`config.mk`:
```
export PLATFORM = sky130hd
export DESIGN_NAME = capture_timer
export DESIGN_NICKNAME = d
export VERILOG_FILES = /design/src/rtl/capture_timer_pkg.sv /design/src/rtl/capture_timer_channel.sv /design/src/rtl/capture_timer.sv
export SDC_FILE = /design/constraint.sdc
export NUM_CORES = 1
export LEC_CHECK = 0
export BUFFER_PORTS_ARGS = -buffer_cell sky130_fd_sc_hd__buf_4
export CAP_MARGIN = 10
export CORE_ASPECT_RATIO = 0.75
export CORE_UTILIZATION = 40
export DETAILED_ROUTE_END_ITERATION = 6
export PLACE_DENSITY_LB_ADDON = 0.08
export SETUP_SLACK_MARGIN = 0.5
export SYNTH_ARGS = -nofsm -noshare
export SYNTH_HDL_FRONTEND = slang
export SYNTH_SLANG_ARGS = --single-unit
```
`constraint.sdc`:
```
create_clock -name clk -period 20.8 [get_ports clk]
set_clock_uncertainty 0.15 [all_clocks]
set_input_delay 4.16 -clock clk [delete_from_list [all_inputs] [get_ports clk]]
set_output_delay 4.16 -clock clk [all_outputs]
set_load 0.005 [all_outputs]
```
`src/rtl/capture_timer_pkg.sv`:
```
// capture_timer_pkg
//   Shared types and helpers for the capture_timer block.
//   - chan_state_t : per-channel capture FSM states
//   - prescaler_width() : bit width of the microsecond prescaler counter
package capture_timer_pkg;

  typedef enum logic [1:0] {
    WAIT_RISE = 2'd0,
    HIGH      = 2'd1,
    WAIT_LOW  = 2'd2
  } chan_state_t;

  // max(1, clog2(ticks)): a 1-cycle-per-us prescaler still needs one bit.
  function automatic int prescaler_width(input int ticks_per_us);
    int w;
    w = $clog2(ticks_per_us);
    return (w < 1) ? 1 : w;
  endfunction

endpackage

```
`src/rtl/capture_timer_channel.sv`:
```
// capture_channel
//   One pulse-width capture channel: input synchroniser, edge detector,
//   capture FSM and valid/ack result handshake.
//   Optional feature macro: PULSE_TIMEOUT_EN (forced capture after
//   TIMEOUT_US microseconds of high time).
// Ports:
//   clk, reset         clock, asynchronous active-high reset
//   clear              synchronous clear of FSM and flags
//   in_pulse           asynchronous pulse input
//   micros             shared microsecond timebase
//   cap_ack            consume the pending result
//   cap_valid          result pending
//   cap_stamp          micros at the rising edge
//   cap_width          high time in microseconds
//   cap_overrun        sticky: a pending result was overwritten
//   cap_timeout        current result was forced by timeout
module capture_channel
  import capture_timer_pkg::*;
#(
  parameter int WIDTH       = 32,
  parameter int SYNC_STAGES = 2,
  parameter int TIMEOUT_US  = 2500
) (
  input  logic             clk,
  input  logic             reset,
  input  logic             clear,
  input  logic             in_pulse,
  input  logic [WIDTH-1:0] micros,
  input  logic             cap_ack,
  output logic             cap_valid,
  output logic [WIDTH-1:0] cap_stamp,
  output logic [WIDTH-1:0] cap_width,
  output logic             cap_overrun,
  output logic             cap_timeout
);

  logic [SYNC_STAGES-1:0] sync_reg;
  logic                   last_reg;
  logic                   rise;
  logic                   fall;

  chan_state_t      state_reg, state_next;
  logic [WIDTH-1:0] start_reg, start_next;
  logic [WIDTH-1:0] stamp_reg, stamp_next;
  logic [WIDTH-1:0] width_reg, width_next;
  logic             valid_reg, valid_next;
  logic             overrun_reg, overrun_next;
  logic [WIDTH-1:0] elapsed;
  logic [WIDTH-1:0] cap_w;
  logic             capture;

  // Synchroniser chain plus one flop holding the previous synchronised level.
  always_ff @(posedge clk or posedge reset) begin
    if (reset) begin
      sync_reg <= '0;
      last_reg <= 1'b0;
    end else begin
      sync_reg <= {sync_reg[SYNC_STAGES-2:0], in_pulse};
      last_reg <= sync_reg[SYNC_STAGES-1];
    end
  end

  assign rise = sync_reg[SYNC_STAGES-1] & ~last_reg;
  assign fall = ~sync_reg[SYNC_STAGES-1] & last_reg;

  // Modular subtraction keeps the width correct across a micros wrap.
  assign elapsed = micros - start_reg;

`ifdef PULSE_TIMEOUT_EN
  localparam logic [WIDTH-1:0] TIMEOUT_W = WIDTH'(TIMEOUT_US);
  logic forced;
  logic timeout_reg;
`endif

  always_ff @(posedge clk or posedge reset) begin
    if (reset) begin
      state_reg   <= WAIT_RISE;
      start_reg   <= '0;
      stamp_reg   <= '0;
      width_reg   <= '0;
      valid_reg   <= 1'b0;
      overrun_reg <= 1'b0;
    end else begin
      state_reg   <= state_next;
      start_reg   <= start_next;
      stamp_reg   <= stamp_next;
      width_reg   <= width_next;
      valid_reg   <= valid_next;
      overrun_reg <= overrun_next;
    end
  end

  always_comb begin
    state_next   = state_reg;
    start_next   = start_reg;
    stamp_next   = stamp_reg;
    width_next   = width_reg;
    valid_next   = valid_reg;
    overrun_next = overrun_reg;
    capture      = 1'b0;
    cap_w        = elapsed;
`ifdef PULSE_TIMEOUT_EN
    forced       = 1'b0;
`endif

    case (state_reg)
      WAIT_RISE: begin
        if (rise) begin
          state_next = HIGH;
          start_next = micros;
        end
      end
      HIGH: begin
`ifdef PULSE_TIMEOUT_EN
        if (elapsed >= TIMEOUT_W) begin
          capture    = 1'b1;
          forced     = 1'b1;
          cap_w      = TIMEOUT_W;
          // If the fall lands on the same cycle, skip WAIT_LOW entirely.
          state_next = fall ? WAIT_RISE : WAIT_LOW;
        end else
`endif
        if (fall) begin
          capture    = 1'b1;
          state_next = WAIT_RISE;
        end
      end
`ifdef PULSE_TIMEOUT_EN
      WAIT_LOW: begin
        if (fall) state_next = WAIT_RISE;
      end
`endif
      default: state_next = WAIT_RISE;
    endcase

    // A new capture beats a simultaneous ack; overrun only when the old
    // result is lost without having been acknowledged.
    if (capture) begin
      stamp_next = start_reg;
      width_next = cap_w;
      valid_next = 1'b1;
      if (valid_reg && !cap_ack) overrun_next = 1'b1;
    end else if (valid_reg && cap_ack) begin
      valid_next = 1'b0;
    end

    // Clear leaves the last stamp/width visible.
    if (clear) begin
      state_next   = WAIT_RISE;
      valid_next   = 1'b0;
      overrun_next = 1'b0;
    end
  end

`ifdef PULSE_TIMEOUT_EN
  always_ff @(posedge clk or posedge reset) begin
    if (reset)        timeout_reg <= 1'b0;
    else if (clear)   timeout_reg <= 1'b0;
    else if (capture) timeout_reg <= forced;
  end
  assign cap_timeout = timeout_reg;
`else
  logic unused_timeout;
  assign unused_timeout = (TIMEOUT_US != 0);
  assign cap_timeout    = 1'b0;
`endif

  assign cap_valid   = valid_reg;
  assign cap_stamp   = stamp_reg;
  assign cap_width   = width_reg;
  assign cap_overrun = overrun_reg;

endmodule

```
`src/rtl/capture_timer.sv`:
```
// capture_timer
//   Microsecond timebase with CHANNELS pulse-width capture channels for
//   PPM/servo receiver decoding.
//   Optional feature macro: PULSE_TIMEOUT_EN (see capture_channel).
// Ports:
//   clk, reset    clock, asynchronous active-high reset
//   enable        1 = prescaler and micros advance, 0 = frozen
//   clear         synchronous clear of timebase, channel FSMs and flags
//   in_pulse      asynchronous pulse inputs, one per channel
//   micros        free-running microsecond count
//   tick          one-cycle pulse on each micros increment
//   cap_valid     per-channel result pending
//   cap_ack       per-channel result consume
//   cap_stamp     per-channel micros at rising edge, channel i at [i*WIDTH +: WIDTH]
//   cap_width     per-channel high time in us, same packing as cap_stamp
//   cap_overrun   per-channel sticky overwrite flag
//   cap_timeout   per-channel forced-by-timeout flag
module capture_timer
  import capture_timer_pkg::*;
#(
  parameter int TICKS_PER_US = 50,
  parameter int WIDTH        = 32,
  parameter int CHANNELS     = 4,
  parameter int SYNC_STAGES  = 2,
  parameter int TIMEOUT_US   = 2500
) (
  input  logic                      clk,
  input  logic                      reset,
  input  logic                      enable,
  input  logic                      clear,
  input  logic [CHANNELS-1:0]       in_pulse,
  output logic [WIDTH-1:0]          micros,
  output logic                      tick,
  output logic [CHANNELS-1:0]       cap_valid,
  input  logic [CHANNELS-1:0]       cap_ack,
  output logic [CHANNELS*WIDTH-1:0] cap_stamp,
  output logic [CHANNELS*WIDTH-1:0] cap_width,
  output logic [CHANNELS-1:0]       cap_overrun,
  output logic [CHANNELS-1:0]       cap_timeout
);

  localparam int            PW       = prescaler_width(TICKS_PER_US);
  localparam logic [PW-1:0] PRE_LAST = PW'(TICKS_PER_US - 1);

  logic [PW-1:0]    pre_cnt_reg;
  logic [WIDTH-1:0] micros_reg;

  assign tick = enable & (pre_cnt_reg == PRE_LAST);

  always_ff @(posedge clk or posedge reset) begin
    if (reset) begin
      pre_cnt_reg <= '0;
      micros_reg  <= '0;
    end else if (clear) begin
      pre_cnt_reg <= '0;
      micros_reg  <= '0;
    end else if (enable) begin
      if (tick) begin
        pre_cnt_reg <= '0;
        micros_reg  <= micros_reg + WIDTH'(1);
      end else begin
        pre_cnt_reg <= pre_cnt_reg + PW'(1);
      end
    end
  end

  assign micros = micros_reg;

  for (genvar gi = 0; gi < CHANNELS; gi++) begin : g_chan
    capture_channel #(
      .WIDTH       (WIDTH),
      .SYNC_STAGES (SYNC_STAGES),
      .TIMEOUT_US  (TIMEOUT_US)
    ) u_chan (
      .clk         (clk),
      .reset       (reset),
      .clear       (clear),
      .in_pulse    (in_pulse[gi]),
      .micros      (micros_reg),
      .cap_ack     (cap_ack[gi]),
      .cap_valid   (cap_valid[gi]),
      .cap_stamp   (cap_stamp[gi*WIDTH +: WIDTH]),
      .cap_width   (cap_width[gi*WIDTH +: WIDTH]),
      .cap_overrun (cap_overrun[gi]),
      .cap_timeout (cap_timeout[gi])
    );
  end

endmodule

```
Word-level counts from Yosys, hierarchy flattened
Index checks and enable logic that the tools add are counted.
{"block": "word_totals", "out_inout_bits": 301, "regBits": 450, "in_bits": 12}
{"block": "classes", "n_eq_ne": 13, "reduce_logical": 43, "addsub": 6, "bitwise": 17, "muxes": 54}
{"operator": "32-bit subtractor", "n": 4}
{"operator": "32-bit two-way mux", "n": 3}
{"operator": "32-bit by 1-bit adder with 32-bit output (second input constant)", "n": 1}
{"operator": "1-bit two-way mux", "n": 32}
{"operator": "2-bit AND reduction", "n": 13}
{"operator": "2-bit two-way mux", "n": 12}
{"operator": "3-bit by 2-bit inequality test with 1-bit output (second input constant)", "n": 8}
{"operator": "2-bit nonzero test", "n": 10}
{"operator": "6-bit two-way mux", "n": 3}
{"operator": "2-bit one-hot mux with 2 select lines", "n": 4}
{"operator": "3-bit nonzero test", "n": 4}
{"operator": "1-bit bitwise AND", "n": 9}
{"operator": "2-bit by 1-bit equality test with 1-bit output (second input constant)", "n": 4}
{"operator": "1-bit logical AND", "n": 8}
{"operator": "2-bit logical NOT", "n": 4}
{"operator": "1-bit NOT", "n": 8}
{"operator": "6-bit by 1-bit adder with 6-bit output (second input constant)", "n": 1}
{"operator": "6-bit equality test (second input constant)", "n": 1}
{"operator": "1-bit logical NOT", "n": 4}

Depth between registers and ports, before layout
{"block": "depth", "depth_word": 6, "mapped_depth": 13, "depth_no_buf": 13}

Hierarchy
From an unflattened synthesis, not the netlist that was laid out.
{"block": "hier_totals", "hier_cells": 2592, "hier_area_um2": 23666.4}
{"module": "capture_channel at g_chan[0].u_chan ...", "instances": 3, "area_per_inst_um2": 5316.3, "seq_area_each_um2": 2552.4, "cells_per_inst": 580}
{"module": "capture_channel at g_chan[3].u_chan", "instances": 1, "area_per_inst_um2": 5594.1, "seq_area_each_um2": 2552.4, "cells_per_inst": 631}
{"module": "capture_timer", "instances": 1, "area_per_inst_um2": 2123.3, "seq_area_each_um2": 950.9, "cells_per_inst": 221}

Worst setup path before layout
OpenSTA, ideal clock, no wires.
{"block": "synth_timing", "kind": "input -> output", "start": "input enable", "end": "output tick", "slack_ns": 11.673, "arrival_time_ns": 4.817, "cell_stages": 3, "t_required_ns": 16.490, "path_cell_list": "nand4b_1 > nor3b_2 > clkbuf_1"}
{"block": "synth_via", "elab_chain_cells": 1}
{"item": "start: declaration", "line": "capture_timer.sv:29", "text": "input logic enable,"}
{"item": "1-bit bitwise AND", "line": "capture_timer.sv:48", "text": "assign tick = enable & (pre_cnt_reg == PRE_LAST);"}
{"item": "end: declaration", "line": "capture_timer.sv:33", "text": "output logic tick,"}
No other way between the ends.

Worst setup path after layout
Ends and elaborated chain as after synthesis.

==> out/results.ini <==
[final_layout]
postLayoutCellArea_um2=27400
area_delta_synth_final_pct=21.2
layout.nets=2872
finalNonFillerCells=3495
antenna_cells=0
nFillCells=5224
drive_gt1_share_pct=17.2

[synthesis]
async_flop_share_pct=100
ys.flop_type=dfrtp_1
synth-seq-cells=446
synth_area_leaders=dfrtp_1 49%, nand2_1 7.6%, o21ai_0 7.3%, ha_1 7.0%, xor2_1 2.9%
syn-mean-instance-area_um2=9.24
syn_inst=2446
yosys.area.top_type=dfrtp_1
synth_top_area_share_pct=49.4
synth.distinct_cells=71
yosysSeqAreaShare_pct=49.4
syn_area_um2=22600
ys.warnings.count=0
synth_edf_count=0

[placement]
dp.cells=3410
gp_congestion=0.855
dpl_cell_area_um2=25700
place_hpwl_mm=46.9
io_buffers=308

[critical_path]
crit_fanout=13
crit_path_cell_trace=buf_4 -> nand4b_1 -> nor3b_2 -> buf_4 -> buf_4
criticalPathCategory=input port to output pin
crit_top_cell=buf_4
crit_path_start_kind=input port
arrival_ns=4.97
required_ns=16.49
crit_slowest_cell=buf_4
critical_path.max_stage_delay_ns=0.23
crit_family=buffers and inverters
crit_buf_inv=3
endpoint_kind=output pin

[power_and_ir_drop]
p_leak_nw=13.4
combPwrFrac_pct=2.2
p_switching_w=0.000409
power_w=0.00184
pwr-share-seq_pct=47.3
p_clk_share_pct=50.5
ir_drop_mv=0.0519
p_int_w=0.00143
swShare_pct=22.2
power_per_cell_area_nw_per_um2=67.3

[sta]
layout_worst_path_cycle_share_pct=44.6
clock.fmax_ghz=0.108
slew_violations=0
tightest_slew_ns=0.992
tns_ns=0
finalHoldViolations=0
timing.hold.ws_ns=0.198
post-route-min-period_ns=9.28
max_slew_margin_pct=33.7
setup_viol=0
rsz0062_at_grt=false

[drt]
wl_met3_mm=3.82
drc=0
totalWireLength_mm=67.3
vias=18051
ant_nets=0
vias_per_cell=5.16
drt_first_iter_violations=998
wl_met2_mm=30.6
m1WireLength_mm=30.7
routed.top_layer=met4
firstDrtPassIters=5
wl_per_cell_um=19.3

[cts]
ctsResizeCount=0
cts-root-buf=clkbuf_16
cts_tree=done
clockBufferDepth=3
clkSinkCount=446
htree_levels=2
cts_setup_buffers=0
cts.clk_slew.worst_paths_ns=0.07
cts_hold_buf=0
clkLatencyLatePin_ns=0.58
cts_buffers=47

[global_routing]
grt_start_max_net_pins=128
grt_pass1_wl_mm=104
grt_pass1_vias=17639
grt_antenna_before_repair=0
grt_usage_pct=23.3
grt-ovfl-total=0

[status]
status=complete, no violations

[min_path]
hold_path_class=flop to flop

[floorplan]
die-area_um2=57500
ios=313
start_util_pct=40.5
num_rows=75
dieWidth_um=276
die_h_um=208
core_um2=55800

[run]
cap_violations=0

layout make-up:
class | instances | area (um2) | area share, %
Clock buffer | 61 | 1350 | 4.93
Clock inverter | 23 | 344 | 1.26
Inverter | 157 | 597 | 2.18
Multi-Input combinational cell | 1726 | 10400 | 37.9
Sequential cell | 446 | 11200 | 40.7
Tap cell | 731 | 915 | 3.34
Timing Repair Buffer | 351 | 2660 | 9.69
power groups by stage:
stage	clock network, W	logic [W]	registers (W)
after floorplan	0	0.0000296	0.000887
after global placement	0	0.0000414	0.000887
after detailed placement	0	0.0000423	0.000887
after global routing	0.000989	0.0000474	0.000871
final	0.000930	0.0000412	0.000871
after CTS	0.000957	0.0000423	0.000871
cell usage after synthesis, drive strengths merged, types with 18 or more instances:
cell    number
xnor2       63
nor3        23
buf         19
nor2b       23
o21ai      416
nand2      456
nand4       26
dfrtp      446
ha         127
nor2        78
a21o        65
nand2b      18
a21oi      126
o21bai      20
nand3       26
clkbuf     100
inv        157
xor2        75
cells in the final DEF, fill, tap and decap left out, drive strengths merged, types with 5 or more instances in the layout:
cell / synthesis / final
dfrtp: 446 / 446
a21oi: 126 / 126
bufinv: 0 / 8
o21bai: 20 / 20
clkinv: 0 / 6
mux2: 15 / 15
a31oi: 16 / 16
and2: 12 / 12
nand2: 456 / 456
o21a: 15 / 15
nor3b: 7 / 7
o21ai: 416 / 416
a311oi: 5 / 5
nor2: 78 / 78
or4: 5 / 5
inv: 157 / 159
o31ai: 6 / 6
clkbuf: 100 / 61
buf: 19 / 351
o211ai: 9 / 9
nand3: 26 / 26
o2111ai: 5 / 5
or3: 12 / 12
clkinvlp: 0 / 7
a211oi: 8 / 8
xnor2: 63 / 63
nand2b: 18 / 18
and3: 17 / 17
ha: 127 / 127
nor2b: 23 / 23
and4: 5 / 5
a21o: 65 / 65
nand3b: 9 / 9
nand4: 26 / 26
nor3: 23 / 23
xor2: 75 / 75
path summary, 6_finish.rpt:
path | start | to | slack (ns) | cells past startpoint
worst max-delay path | enable | tick | 11.52 | 5
worst min-delay path | g_chan[1].u_chan.sync_reg[0] | g_chan[1].u_chan.sync_reg[1] | 0.20 | 0
worst max register to register | micros[0] | g_chan[0].u_chan.cap_width[30] | 16.44 | 14
worst min register to register | g_chan[1].u_chan.sync_reg[0] | g_chan[1].u_chan.sync_reg[1] | 0.20 | 0
max in group asynchronous | reset | g_chan[1].u_chan.cap_width[11] | 13.97 | 5
min in group asynchronous | reset | g_chan[0].u_chan.cap_valid | 3.57 | 2
metrics by stage:
step / setup slack, ns / util, %
2_1_floorplan: 4.06 / -
3_3_place_gp: 11.56 / 46.0
3_5_place_dp: 11.55 / 46.0
4_1_cts: 11.54 / 49.0
5_1_grt: 11.43 / 49.1
6_report: 11.52 / 49.1
logic make-up (layout without fill, tap and decap cells):
family / after synthesis / after routing / synth area share [%]
AND/OR/NAND/NOR: 722 / 722 / 14.1
AO/OA/AOI/OAI: 714 / 714 / 18.0
flip-flops: 446 / 446 / 49.4
buffers and inverters: 277 / 592 / 4.89
XOR/XNOR: 138 / 138 / 5.35
adder cells (fa/ha/maj): 131 / 131 / 7.39
multiplexers: 17 / 17 / 0.836
other: 1 / 4 / 0.0166
layer usage:
layer | vias up | GRT usage [%]
met5 | - | 0
met4 | 0 | 7.98
met3 | 109 | 5.22
met2 | 398 | 36.9
met1 | 8683 | 31.5
li1 | 8861 | -
No activity file was read; power rests on OpenSTA's default activity.
